[config.mk]
export PLATFORM = sky130hd
export DESIGN_NAME = ifetch_rsp
export DESIGN_NICKNAME = d
export VERILOG_FILES = /design/src/rtl/ifetch_rsp.sv
export SDC_FILE = /design/constraint.sdc
export NUM_CORES = 1
export LEC_CHECK = 0
export ABC_CLOCK_PERIOD_IN_PS = 2500
export CORE_ASPECT_RATIO = 0.7
export CORE_MARGIN = 1
export CORE_UTILIZATION = 45
export CTS_BUF_LIST = sky130_fd_sc_hd__clkbuf_4 sky130_fd_sc_hd__clkbuf_8
export CTS_CLUSTER_DIAMETER = 150
export DETAILED_ROUTE_END_ITERATION = 10
export PLACE_DENSITY = 0.76
export SLEW_MARGIN = 20
export SYNTH_ARGS = -nofsm -noshare
export SYNTH_HDL_FRONTEND = slang
export SYNTH_SLANG_ARGS = --single-unit
[constraint.sdc]
create_clock -name i_Clk -period 2.5 [get_ports i_Clk]
set_clock_uncertainty 0.15 [all_clocks]
set_input_delay 0.375 -clock i_Clk [delete_from_list [all_inputs] [get_ports i_Clk]]
set_output_delay 0.375 -clock i_Clk [all_outputs]
set_load 0.005 [all_outputs]
[src/rtl/ifetch_rsp.sv]
// Responder end of the IFU fetch interface: grants fetch slots, issues I-mem reads
// and buffers returned lines in an in-order FIFO toward the IDU, with jump flush.
module ifetch_rsp #(
    parameter int unsigned PC_WIDTH   = 30,
    parameter int unsigned LINE_WIDTH = 128,
    parameter int unsigned MEM_LAT    = 2,
    parameter int unsigned DEPTH      = 4
) (
    input  logic                  i_Clk,
    input  logic                  i_RstN,
    input  logic                  i_FetchV,
    input  logic [PC_WIDTH-3:0]   i_FetchA,
    input  logic [1:0]            i_InstrSel,
    output logic                  o_FetchR,
    output logic                  o_MemRdV,
    output logic [PC_WIDTH-3:0]   o_MemRdA,
    input  logic [LINE_WIDTH-1:0] i_MemRdD,
    input  logic                  i_Flush,
    output logic                  o_RspV,
    output logic [LINE_WIDTH-1:0] o_RspD,
    output logic [1:0]            o_RspSel,
    input  logic                  i_RspR
);
    localparam int unsigned PTR_W = $clog2(DEPTH);
    localparam int unsigned CNT_W = PTR_W + 1;
    localparam int unsigned SUM_W = CNT_W + 2;

    logic [CNT_W-1:0]      r_Cnt;
    logic [CNT_W-1:0]      r_Inflight;
    logic [PTR_W-1:0]      r_WrPtr;
    logic [PTR_W-1:0]      r_RdPtr;
    logic                  r_Granted;
    logic [MEM_LAT-1:0]    r_PipeV;
    logic [1:0]            r_PipeSel [MEM_LAT];
    logic [LINE_WIDTH-1:0] r_MemD    [DEPTH];
    logic [1:0]            r_MemSel  [DEPTH];

    logic acc;
    logic push;
    logic pop;
    logic credit;

    // Credit counts buffered, in-flight and reserved slots; same-cycle pops are not credited.
    always_comb begin
        acc      = i_FetchV & r_Granted & ~i_Flush;
        push     = r_PipeV[MEM_LAT-1];
        o_RspV   = (r_Cnt != '0) & ~i_Flush;
        pop      = o_RspV & i_RspR;
        credit   = (SUM_W'(r_Cnt) + SUM_W'(r_Inflight) + SUM_W'(r_Granted)) < SUM_W'(DEPTH);
        o_FetchR = i_RstN & ~i_Flush & credit;
        o_MemRdV = acc;
        o_MemRdA = acc ? i_FetchA : '0;
        o_RspD   = r_MemD[r_RdPtr];
        o_RspSel = r_MemSel[r_RdPtr];
    end

    // Control state; a flush drops everything in flight and buffered.
    always_ff @(posedge i_Clk or negedge i_RstN) begin
        if (!i_RstN) begin
            r_Cnt      <= '0;
            r_Inflight <= '0;
            r_WrPtr    <= '0;
            r_RdPtr    <= '0;
            r_Granted  <= 1'b0;
            r_PipeV    <= '0;
        end else if (i_Flush) begin
            r_Cnt      <= '0;
            r_RdPtr    <= r_WrPtr;
            r_Inflight <= '0;
            r_Granted  <= 1'b0;
            r_PipeV    <= '0;
        end else begin
            r_Granted  <= o_FetchR;
            r_PipeV[0] <= acc;
            for (int i = 1; i < MEM_LAT; i++) begin
                r_PipeV[i] <= r_PipeV[i-1];
            end
            r_Inflight <= r_Inflight + CNT_W'(acc) - CNT_W'(push);
            if (push) begin
                r_WrPtr <= r_WrPtr + PTR_W'(1);
            end
            if (pop) begin
                r_RdPtr <= r_RdPtr + PTR_W'(1);
            end
            if (push && !pop) begin
                r_Cnt <= r_Cnt + CNT_W'(1);
            end else if (pop && !push) begin
                r_Cnt <= r_Cnt - CNT_W'(1);
            end
        end
    end

    // InstrSel travels alongside the read; the line is captured when its valid bit reaches the tail.
    always_ff @(posedge i_Clk or negedge i_RstN) begin
        if (!i_RstN) begin
            for (int i = 0; i < MEM_LAT; i++) begin
                r_PipeSel[i] <= '0;
            end
            for (int i = 0; i < DEPTH; i++) begin
                r_MemD[i]   <= '0;
                r_MemSel[i] <= '0;
            end
        end else begin
            r_PipeSel[0] <= i_InstrSel;
            for (int i = 1; i < MEM_LAT; i++) begin
                r_PipeSel[i] <= r_PipeSel[i-1];
            end
            if (push && !i_Flush) begin
                r_MemD[r_WrPtr]   <= i_MemRdD;
                r_MemSel[r_WrPtr] <= r_PipeSel[MEM_LAT-1];
            end
        end
    end
endmodule

==> results_dict.tcl, run 1 <==
set metrics [dict create \
    yosys.area.top_type "dfrtp_1" \
    utilization_pct 57.5 \
    fin_crit_ns 2.95 \
    dr.pass1.iters 5 \
    routedWlPerCell_um 21.3 \
    synth.avg_cell_area_um2 18.2 \
    rows 72 \
    start_kind "flip-flop" \
    cts_sinks 537 \
    slowest_stage "mux4_2" \
    critPathMaxFanout 9 \
    final_common_cell "dfrtp_1" \
    port_buffers 323 \
    hold_class "input port to flip-flop" \
    ios 324 \
    clockRootBuffer "clkbuf_8" \
    maxCapViolations 0 \
    clk_latency_ns 0.65 \
    finalCritPeriodShare_pct 118 \
    p_total_uw 24500 \
    cts.clk_slew.worst_paths_ns 0.06 \
    drive_above_1_share_pct 55.5 \
    final_cell_mix "535 x dfrtp_1, 400 x mux2_4, 176 x clkdlybuf4s50_1" \
    cts_buffers 85 \
    synth_area_mm2 0.0251 \
    finalHoldViolCount 0 \
    drt_iter0_markers 816 \
    coreArea_mm2 0.0552 \
    syn_to_final_growth_pct 26.5 \
    initial_utilization_pct 45.5 \
    vias 14100 \
    arrival_ns 2.42 \
    postRouteAntennaNets 0 \
    rsz0062_at_grt "true" \
    p_leak_uw 0.0168 \
    synth_top_cell_area_share_pct 53.5 \
    yosys_warnings 0 \
    worst_pin_slew_ns 1.00 \
    vdd_drop_max_uv 476 \
    routed_wl_mm 56.6 \
    viasPerCell 5.29 \
    die_x_um 284 \
    synth_cell_types 32 \
    grt_pass1_vias 15300 \
    fmax_mhz 339 \
    criticalPathCategory "flip-flop to primary output" \
    die_h_um 200 \
    htreeDepth 3 \
    hpwl_mm 36.5 \
    synthTopCellsByArea "dfrtp_1 53%, mux2_4 24%, mux4_2 12%" \
    fin_area_mm2 0.0318 \
    synth.net_count 1551 \
    route.detailed.drc 0 \
    hold_depth 1 \
    synthCells 1377 \
    p_per_area_mw_per_mm2 772 \
    worstRegToRegCells 8 \
    end_kind "primary output" \
    crit_required_ns 1.98 \
    cts_tree "built" \
    status "finished with violations" \
    grt_use_total_pct 20.2 \
    slowest_delay_ns 0.52 \
    grt_pass1_wl_mm 89.7 \
    relSlewSlack_pct 33.2 \
    grt_max_degree 154 \
    violations "setup timing" \
    antenna_found_initial 6 \
    n_fill_cell 4111 \
    dieArea_mm2 0.0568 \
    placed_cell_area_mm2 0.0298 \
    slew_viol_final 0 \
    grt.overflow.total 0 \
    path_cells "buf_12, buf_6, mux4_2, clkdlybuf4s50_1" \
    layout.nets 2018 \
    setup_violations 132 \
    clockBufferDepth 3 \
    ys_seq_elements 537 \
    setup_slack_ns -0.447 \
    place_congestion 0.786 \
    ys_seq_area_share_pct 53.5 \
]
final timing paths:
| kind | from | end | slack, ns |
|---|---|---|---|
| min | i_InstrSel[1] | r_PipeSel[3] | 0.1 |
| min reg2reg | r_PipeSel[3] | r_PipeSel[1] | 0.20 |
| min in group asynchronous | i_RstN | r_MemD[111] | 0.27 |
| max reg2reg | r_Cnt[1] | r_Cnt[1] | 0.27 |
| max | r_RdPtr[0] | o_RspD[43] | -0.45 |
| max in group asynchronous | i_RstN | r_MemD[273] | 0.69 |
cells in the mapped netlist, drive strengths merged:
| master | number |
|---|---|
| a211oi | 2 |
| a21o | 1 |
| a222oi | 1 |
| and2 | 28 |
| buf | 82 |
| clkbuf | 10 |
| dfrtp | 537 |
| fa | 2 |
| ha | 9 |
| inv | 8 |
| mux2 | 520 |
| mux2i | 1 |
| mux4 | 130 |
| nand2 | 10 |
| nand2b | 1 |
| nor2 | 10 |
| nor2b | 5 |
| nor3 | 2 |
| nor3b | 1 |
| nor4 | 1 |
| o211a | 1 |
| o21ai | 7 |
| o31ai | 1 |
| or4b | 1 |
| xnor2 | 5 |
| xor2 | 1 |
sequential cells by signal, summed over array words and instances, names as in the netlist:
register    flops
r_MemD        512
r_MemSel        8
r_PipeSel       4
r_Cnt           3
r_Inflight      3
r_PipeV         2
r_RdPtr         2
r_WrPtr         2
r_Granted       1
per-layer routing:
layer | track usage, % | up-vias | wire, µm | share of wire [%]
li1 | - | 6058 | - | -
met1 | 29.4 | 7564 | 26800 | 47
met2 | 29.6 | 334 | 25500 | 45
met3 | 5.24 | 89 | 3250 | 5.7
met4 | 6.13 | 6 | 1100 | 1.9
met5 | 0 | - | 39 | 0.069
kinds of logic (layout without fill, tap and decap cells):
kind of cell               after synthesis  count (layout)  synth area share [%]
buffers and inverters                  100             635                  3.05
AOI/OAI and AO/OA                       13              13                 0.339
muxes                                  651             651                  41.0
DFF                                    537             537                  53.5
xor gates and xnor gates                 6               6                 0.209
and+or+nand+nor                         59              59                  1.33
other                                    0               2                     0
adders and majority gates               11              11                 0.608
area by class of cell:
class                           count  area, µm²  area share (%)
Sequential cell                   537      13400            42.3
Antenna cell                        2       5.00          0.0158
Tap cell                          740        926            2.91
Multi-Input combinational cell    740      11000            34.6
Inverter                            8       30.0          0.0945
Clock inverter                     26        186           0.587
Clock buffer                      129       1640            5.18
Timing Repair Buffer              472       4530            14.3
power breakdown:
| group | switching (µW) | total (µW) | internal [µW] |
|---|---|---|---|
| Sequential | 638 | 10400 | 9810 |
| Combinational | 2280 | 6140 | 3860 |
| Clock | 3580 | 7930 | 4340 |
critical path: cells and delay by family (launching register included):
kind	cells	cell delay [ns]
muxes	1	0.52
DFF	1	0.46
buffers and inverters	3	0.79
per-stage QoR:
| stage | hold WS (ns) | setup TNS (ns) | instances | setup slack, ns |
|---|---|---|---|---|
| after detailed placement | 0.193 | -7.09 | 2441 | -0.335 |
| after floorplan | -0.0706 | 0 | 1377 | 0.391 |
| after global routing | 0.0289 | -42.57 | 2652 | -0.539 |
| after global placement | 0.190 | -1.60 | 2441 | -0.303 |
| final | 0.0968 | -28.15 | 2654 | -0.447 |
| after CTS | 0.0158 | -57.44 | 2627 | -0.558 |
repair_timing:
item,4_1_cts,5_1_grt
cloned,5,1
pin swaps,2,2
buffers inserted,24,24
endpoints found under the setup margin,160,154
endpoints found under the hold margin,21,0
hold buffers,2,0
gates resized for setup,181,186
No activity file was read; power rests on OpenSTA's default activity.
==> run 2: changes to the inputs <==
Settings changed: CORE_MARGIN 1 to default.
==> results of run 2 <==
Same layout as run 1: the final DEF is identical, and so are final timing and power.
==> run 3: changes to the inputs <==
Settings changed: DONT_BUFFER_PORTS from default to 1, HOLD_SLACK_MARGIN from default to 0.12, PLACE_DENSITY 0.76 to 0.69.
==> run 3 against run 2 <==
  * The run ends with hold timing, setup timing left
  * First-iteration DRC count is 12% lower
  * Clock-buffer cell count is 13 higher
  * Power is 2.9% lower
  * Utilization is 3.6 points lower
  * Critical path depth is 1 lower
  * Clock power is 4.3% higher
  * Via count is 8.1% lower
==> results_dict.tcl, run 3 (synthesis gave the netlist of run 1 again) <==
set metrics [dict create \
    antenna_found_initial 5 \
    critPathMaxFanout 9 \
    dieArea_mm2 0.0568 \
    grt.overflow.total 0 \
    slew_viol_final 0 \
    worst_pin_slew_ns 1.49 \
    initial_utilization_pct 45.5 \
    syn_to_final_growth_pct 18.5 \
    clk_latency_ns 0.64 \
    grt_max_degree 539 \
    hpwl_mm 32.9 \
    grt_pass1_wl_mm 84.9 \
    rows 72 \
    r2r_start "r_Cnt[1]" \
    end_kind "primary output" \
    reg.largest.list "r_MemD x512, r_MemSel x8, r_PipeSel x4" \
    largest_reg_flops 512 \
    die_h_um 200 \
    holdBufCountCts 137 \
    cp-endpoint "o_RspD[114]" \
    final_common_cell "dfrtp_1" \
    p_per_area_mw_per_mm2 800 \
    hold_slack_ns -0.719 \
    routedWlPerCell_um 22.9 \
    route.detailed.drc 0 \
    cts.clk_slew.worst_paths_ns 0.06 \
    cts_buffers 85 \
    coreArea_mm2 0.0552 \
    die_x_um 284 \
    rsz0062_at_grt "true" \
    layout.nets 1753 \
    cts_sinks 537 \
    worst_r2r_endpoint "r_Granted" \
    hold_class "input port to async pin" \
    clockBufferDepth 3 \
    maxCapViolations 0 \
    p_leak_uw 0.0152 \
    n_fill_cell 4279 \
    drive_above_1_share_pct 53.9 \
    viasPerCell 5.41 \
    regMostFlops "r_MemD" \
    setup_slack_ns -0.102 \
    relSlewSlack_pct 0.759 \
    p_total_uw 23800 \
    register_area_mm2 0.0134 \
    place_congestion 0.743 \
    final_cell_mix "533 x dfrtp_1, 400 x mux2_4, 136 x dlygate4sd3_1" \
    port_buffers 0 \
    vdd_drop_max_uv 458 \
    criticalPathCategory "flip-flop to primary output" \
    cts_tree "built" \
    crit_path_start "r_RdPtr[0]" \
    finalCritPeriodShare_pct 104 \
    utilization_pct 53.9 \
    clockRootBuffer "clkbuf_8" \
    setup_violations 125 \
    worstRegToRegCells 4 \
    routed_wl_mm 54.7 \
    dr.pass1.iters 6 \
    start_kind "flip-flop" \
    fmax_mhz 384 \
    drt_iter0_markers 716 \
    setup_tns_ns -6.00 \
    htreeDepth 3 \
    pre_cts_slack_ns 0.294 \
    finalHoldViolCount 537 \
    vias 12900 \
    regToRegSetupSlack_ns 0.30 \
    ios 324 \
    status "finished with violations" \
    violations "hold timing, setup timing" \
    grt_use_total_pct 19.2 \
    fin_crit_ns 2.60 \
    arrival_ns 2.08 \
    crit_required_ns 1.98 \
    postRouteAntennaNets 0 \
    grt_pass1_vias 14300 \
    multi_input_comb_area_mm2 0.0110 \
]
-- run 3: what timing repair did --
action,4_1_cts,5_1_grt
gates resized for setup,20,4
endpoints found under the hold margin,1064,537
pin swaps,1,0
setup buffers,2,4
gates cloned,3,4
endpoints found under the setup margin,131,132
-- run 3: worst max-delay path, cell delays in order (launching register included) --
cell and delay [ns]:
dfrtp_4 0.44, buf_12 0.19, clkbuf_16 0.22, mux4_2 0.56
-- run 3: area by class of cell --
class                           instances  share of cell area (%)
Clock buffer                          142                    5.93
Timing Repair Buffer                  207                    8.19
Tap cell                              740                    3.11
Sequential cell                       537                    45.2
Inverter                                8                   0.101
Clock inverter                         11                   0.538
Antenna cell                            2                  0.0168
Multi-Input combinational cell        740                    36.9
-- run 3: worst min-delay path by stage --
stage	to	cells after the start
4_1_cts	r_MemD[288]	0
2_1_floorplan	r_Cnt[0]	0
3_3_place_gp	r_MemD[292]	0
3_5_place_dp	r_MemD[288]	0
6_report	r_MemD[288]	0
5_1_grt	r_MemD[288]	0
-- run 3: per-layer routing --
| layer | track usage [%] | share of wire [%] |
|---|---|---|
| met4 | 5.99 | 2.3 |
| met3 | 5.68 | 6.4 |
| met2 | 28.2 | 45 |
| met1 | 27.3 | 46 |
| met5 | 0 | 0.082 |
-- run 3: metrics by stage --
step / hold WS (ns) / instances / cell area, µm²
floorplan: -0.0706 / 1377 / 25100
global placement: -0.0589 / 2082 / 26100
detailed placement: -0.0551 / 2082 / 26100
CTS: -0.809 / 2377 / 29600
global route: -0.804 / 2386 / 29800
finish: -0.719 / 2387 / 29800
-- run 3: power by group --
part	internal, µW	switching [µW]	leakage (µW)
combinational	3140	1960	0.00685
sequential	9810	636	0.00729
clock	4780	3500	0.00102
